### config.mk
export PLATFORM = sky130hd
export DESIGN_NAME = sec_decoder_location_52b_flat
export DESIGN_NICKNAME = d
export VERILOG_FILES = /design/src/rtl/sec_decoder_location_52b_if.sv /design/src/rtl/sec_decoder_location_52b.sv /design/src/flat_wrapper.sv
export SDC_FILE = /design/constraint.sdc
export NUM_CORES = 2
export LEC_CHECK = 0
export ABC_AREA = 1
export CAP_MARGIN = 10
export CORE_MARGIN = 2
export CORE_UTILIZATION = 50
export CTS_CLUSTER_DIAMETER = 150
export CTS_CLUSTER_SIZE = 25
export DETAILED_ROUTE_END_ITERATION = 12
export GPL_TIMING_DRIVEN = 0
export HOLD_SLACK_MARGIN = 0.03
export PLACE_DENSITY = 0.69
export SYNTH_ARGS = -nofsm -noshare
export SYNTH_HDL_FRONTEND = slang
export SYNTH_SLANG_ARGS = --single-unit
### constraint.sdc
create_clock -name clk -period 43.4 [get_ports clk]
set_clock_uncertainty 0.2 [all_clocks]
set_input_delay 8.68 -clock clk [delete_from_list [all_inputs] [get_ports clk]]
set_output_delay 8.68 -clock clk [all_outputs]
set_load 0.01 [all_outputs]
### src/rtl/sec_decoder_location_52b_if.sv
// Receive-side bundle for the AN-code decoder: code word in, data word and done flag out.
interface sec_decoder_location_52b_if #(
   parameter int W_BITS = 61,
   parameter int N_BITS = 53
);
   logic [W_BITS-1:0] W;
   logic [N_BITS-1:0] N;
   logic              found;

   modport master (output W, input N, input found);
   modport slave  (input W, output N, output found);
endinterface

### src/rtl/sec_decoder_location_52b.sv
// AN-code (A=131) single-error corrector: residue, serial +-2^i search, correct, divide.
// Latency 3 edges clean, 4+i edges for error at bit i, 64 on failure; no backpressure, a new W restarts the decode.
module sec_decoder_location_52b #(
   parameter int W_BITS = 61,
   parameter int N_BITS = 53,
   parameter int A      = 131
) (
   input logic                 clk,
   input logic                 rst_n,
   sec_decoder_location_52b_if.slave bus
);
   localparam logic [2:0] IDLE   = 3'd0;
   localparam logic [2:0] SYN    = 3'd1;
   localparam logic [2:0] SEARCH = 3'd2;
   localparam logic [2:0] DIV    = 3'd3;
   localparam logic [2:0] FAIL   = 3'd4;
   localparam logic [2:0] DONE   = 3'd5;

   localparam logic [8:0] A9      = 9'(A);
   localparam logic [7:0] A8      = 8'(A);
   localparam logic [5:0] LAST_IX = 6'(W_BITS - 1);

   logic [2:0]        state;
   logic              start_pending;
   logic [W_BITS-1:0] w_reg;
   logic [7:0]        s;
   logic [5:0]        idx;
   logic [7:0]        p;
   logic [W_BITS:0]   c;
   logic [N_BITS-1:0] n_q;
   logic              found_q;

   logic [7:0]        res_now;
   logic [7:0]        p_next;
   logic [8:0]        p_dbl;
   logic [W_BITS:0]   w_ext;
   logic [W_BITS:0]   pow;
   logic              restart;

   // Bit-serial long division by A, MSB first; remainder stays below A so 8 bits suffice.
   function automatic logic [7:0] mod_a(input logic [W_BITS-1:0] x);
      logic [7:0] r;
      logic [8:0] acc;
      r   = '0;
      acc = '0;
      for (int b = W_BITS - 1; b >= 0; b--) begin
         acc = {r, x[b]};
         if (acc >= A9) acc = acc - A9;
         r = acc[7:0];
      end
      return r;
   endfunction

   // Same division, keeping the low N_BITS quotient bits as they shift through.
   function automatic logic [N_BITS-1:0] div_a(input logic [W_BITS:0] x);
      logic [7:0]        r;
      logic [8:0]        acc;
      logic [N_BITS-1:0] q;
      logic              hit;
      r   = '0;
      acc = '0;
      q   = '0;
      hit = 1'b0;
      for (int b = W_BITS; b >= 0; b--) begin
         acc = {r, x[b]};
         hit = (acc >= A9);
         if (hit) acc = acc - A9;
         r = acc[7:0];
         q = {q[N_BITS-2:0], hit};
      end
      return q;
   endfunction

   always_comb begin
      res_now = mod_a(w_reg);
      w_ext   = {1'b0, w_reg};
      pow     = {{W_BITS{1'b0}}, 1'b1} << idx;
      p_dbl   = {p, 1'b0};
      p_next  = (p_dbl >= A9) ? 8'(p_dbl - A9) : p_dbl[7:0];
      restart = start_pending || (bus.W != w_reg);
   end

   always_ff @(posedge clk or negedge rst_n) begin
      if (!rst_n) begin
         state         <= IDLE;
         start_pending <= 1'b1;
         w_reg         <= '0;
         s             <= '0;
         idx           <= '0;
         p             <= '0;
         c             <= '0;
         n_q           <= '0;
         found_q       <= 1'b0;
      end else if (restart) begin
         // A new word wins over any step in flight, including the one that would raise found.
         w_reg         <= bus.W;
         found_q       <= 1'b0;
         start_pending <= 1'b0;
         state         <= SYN;
      end else begin
         case (state)
            SYN: begin
               s <= res_now;
               if (res_now == 8'd0) begin
                  c     <= w_ext;
                  state <= DIV;
               end else begin
                  idx   <= '0;
                  p     <= 8'd1;
                  state <= SEARCH;
               end
            end
            SEARCH: begin
               if (s == p) begin
                  c     <= w_ext - pow;
                  state <= DIV;
               end else if (s == A8 - p) begin
                  c     <= w_ext + pow;
                  state <= DIV;
               end else if (idx == LAST_IX) begin
                  state <= FAIL;
               end else begin
                  idx <= idx + 6'd1;
                  p   <= p_next;
               end
            end
            DIV: begin
               n_q     <= div_a(c);
               found_q <= 1'b1;
               state   <= DONE;
            end
            FAIL: begin
               n_q     <= '0;
               found_q <= 1'b1;
               state   <= DONE;
            end
            IDLE, DONE: state <= state;
            default:    state <= IDLE;
         endcase
      end
   end

   assign bus.N     = n_q;
   assign bus.found = found_q;
endmodule

### src/flat_wrapper.sv
// flat-port wrapper written by rule: the top's interface ports become plain ports
module sec_decoder_location_52b_flat 
#(
   parameter int W_BITS = 61,
   parameter int N_BITS = 53,
   parameter int A      = 131
)
  (clk, rst_n, bus_W, bus_N, bus_found);
  sec_decoder_location_52b_if #(.W_BITS(W_BITS), .N_BITS(N_BITS)) bus_i ();
  input logic clk;
  input logic rst_n;
  input wire logic [$bits(bus_i.W)-1:0] bus_W;
  output wire logic [$bits(bus_i.N)-1:0] bus_N;
  output wire logic [$bits(bus_i.found)-1:0] bus_found;
  assign bus_i.W = bus_W;
  assign bus_N = bus_i.N;
  assign bus_found = bus_i.found;
  sec_decoder_location_52b #(.W_BITS(W_BITS), .N_BITS(N_BITS), .A(A)) u_core (.clk(clk), .rst_n(rst_n), .bus(bus_i));
endmodule
==> flow_summary_export.csv <==
group,metric,value,unit
finish,multi_input_area,0.0507,mm²
finish,fillers,8379,
die,io_pins,117,
critical_path,critical_path_class,"reg -> reg",
place,numPortBuffers,116,
global_route,grt_pass1_vias,56293,
die,dieHeight,334,µm
critical_path,cpPeakStageDelay,450,ps
clocking,numCtsBuffers,14,
timing,min_period,45860,ps
clocking,cts_max_path_buffers,3,
finish,fin_nets,9982,
outcome,violations,"setup timing",
clocking,cts_hold_buf,0,
finish,largest_reg_flops,62,
global_route,antenna_found_initial,9,
global_route,grt_overflow,0,
finish,final_cell_mix,"1,384 x nand2_1, 1,044 x nand2_2, 974 x buf_4",
drt,highest_layer,"met5",
clocking,cts.clk_slew.worst_paths,110,ps
synthesis,async_flop_share,100,%
critical_path,worstPathRequired,43620,ps
clocking,clock_sinks,203,
synthesis,syn_avg_cell_area,6.46,µm²
synthesis,ys_ff_latch,203,
synthesis,synth_cell_types,86,
die,dieArea,0.112,mm²
hold_path,hold_path_startpoint,"u_core.bus.N[41]",
drt,drcViolationCount,0,
outcome,status,"finished, violations left",
synthesis,ys_seq_area_share,9.31,%
timing,worst_pin_slew,1380,ps
synthesis,synth-main-ff-cell,"dfrtp_1",
timing,setup_viol,89,
critical_path,crit_top_cell,"nand2_4",
clocking,tritoncts,"done",
place,gp_congestion,0.974,
place,placed_cell_area,0.0597,mm²
synthesis,yosysWarnings,0,
timing,slew_headroom,5.66,%
die,die_width,334,µm
timing,rsz0062_at_grt,"yes",
place,dpl.hpwl,123000,µm
finish,final_area,0.0754,mm²
job,drv_cap,0,
timing,finalHoldViolCount,0,
drt,routed-wl-met2,88900,µm
drt,wl_met3,8360,µm
die,row_count,121,
finish,final-seq-area,0.00508,mm²
drt,via_count,60206,
critical_path,r2r-start,"u_core.w_reg[54]",
synthesis,synthesis.nets,8696,
drt,drt-total-wl,181000,µm
critical_path,crit_path_end_kind,"flop",
finish,stdcell_count,11164,
drt,wl_met1,76100,µm
clocking,cts_htree_levels,1,
global_route,grt_pass1_wl,278000,µm
synthesis,synth_area,0.0546,mm²
hold_path,hp-class,"reg -> reg",
synthesis,synth_cells,8454,
timing,timing.fmax,21.8,MHz
critical_path,cp_max_fo,8,
timing,finalWorstSetupSlack,-2460,ps
synthesis,synth_edf_count,0,
timing,final_max_slew_viol_count,0,
finish,syn_to_final_growth,38.2,%
place,post-place-cells,9986,
drt,drt-pass1-iter-count,6,
critical_path,cp-start-kind,"flop",
finish,drive_gt1_share,47.5,%
drt,routedWlPerCell,16.2,µm
critical_path,arrival,46080,ps
die,start_util,50.3,%
global_route,grt_util_all_layers,29.3,%
drt,viasPerCell,5.39,
global_route,grt_max_degree,86,
critical_path,startpoint,"u_core.w_reg[54]",
drt,dr.first_iter.drc_count,3827,
clocking,cts-root-buf,"clkbuf_16",
drt,antenna_left,0,
clocking,clk_latency,560,ps
timing,period_share,106,%
critical_path,slowest_stage,"dfrtp_2",
finish,mostFrequentLayoutCell,"nand2_1",
die,core_area,0.109,mm²
[worst max-delay path, delay by kind of cell (launching register included)]
| kind | cells | cell delay [ps] |
|---|---|---|
| AOI/OAI and AO/OA | 16 | 2890 |
| xor gates and xnor gates | 3 | 620 |
| adders and majority gates | 25 | 3920 |
| buffers and inverters | 84 | 8440 |
| DFF | 1 | 450 |
| and+or+nand+nor | 287 | 28930 |
[metal layers]
layer / global-route usage, % / up-vias
li1: - / 29531
met1: 37.5 / 28609
met2: 51.9 / 1594
met3: 2.67 / 456
met4: 9.16 / 16
met5: 0 / -
[cell type report]
class	instances	area share, %
antenna	2	0.00664
buffer	146	1.66
clock buffer	19	0.531
clock inverter	5	0.0647
inverter	1258	6.89
multi-input combinational	6865	67.2
sequential	203	6.74
tap	1414	2.35
timing repair buffer	1251	14.6
timing repair inverter	1	0.00995
[logic make-up (layout without fill, tap and decap cells)]
| kind of cell | Yosys count | after routing | synth area share [%] |
|---|---|---|---|
| and+or+nand+nor | 5508 | 5525 | 58.7 |
| buffers and inverters | 1404 | 2680 | 11.4 |
| AOI/OAI and AO/OA | 633 | 634 | 7.87 |
| xor gates and xnor gates | 526 | 526 | 8.65 |
| DFF | 203 | 203 | 9.31 |
| adders and majority gates | 179 | 179 | 4.12 |
| other | 1 | 3 | 0.00687 |
[Yosys cell counts, drive strengths merged, types with 2 or more instances]
cell type	instances	share of area (%)
dfrtp	202	9.3
nor4	11	0.13
nand3b	83	1.2
o211ai	15	0.21
nor3	69	0.73
a211oi	4	0.055
o21ai	343	3.9
o41ai	2	0.032
nor2	788	7.7
o31ai	3	0.041
clkbuf	103	1.1
a21boi	7	0.16
a22o	24	0.44
a31oi	9	0.10
nand4	241	2.9
buf	42	1.0
o21a	2	0.027
nand2	3177	33
o21bai	14	0.25
o22ai	19	0.22
or2	28	0.34
ha	178	4.1
o2111ai	8	0.13
clkinv	74	0.67
xor2	423	7.0
inv	1174	8.2
nand3	1098	12
a21oi	173	2.1
a221oi	2	0.032
xnor2	103	1.7
bufinv	10	0.32
o311ai	3	0.048
and2	11	0.14
[stage by stage]
stage               TNS [ps]  util [%]  setup WS (ps)  hold slack, ps
floorplan               -137         -           -137             256
global placement     -517440      55.0          -6070             271
detailed placement   -599300      55.0          -6950             276
CTS                   -20110      65.5          -1660             299
global route         -445540      69.5          -5470             324
finish               -202330      69.5          -2460             296
[path summary, 6_finish.rpt]
kind,to,slack [ps],cells after the start
worst max-delay path,u_core.c[7],-2460,415
worst min-delay path,u_core.bus.N[41],300,2
worst max register to register,u_core.c[7],-2460,415
worst min register to register,u_core.bus.N[41],300,2
max in group asynchronous,u_core.c[60],33960,3
min in group asynchronous,u_core.bus.N[8],7850,1
[what timing repair did]
action,in CTS,in global routing
setup endpoints to repair,93,93
buffers inserted,831,283
pin swaps,652,492
resized for setup,851,520
endpoints found under the hold margin,0,0
cloned,38,0
Power is not shown: default switching activity piles up to over one toggle a cycle in this logic, so the estimate is an artifact.
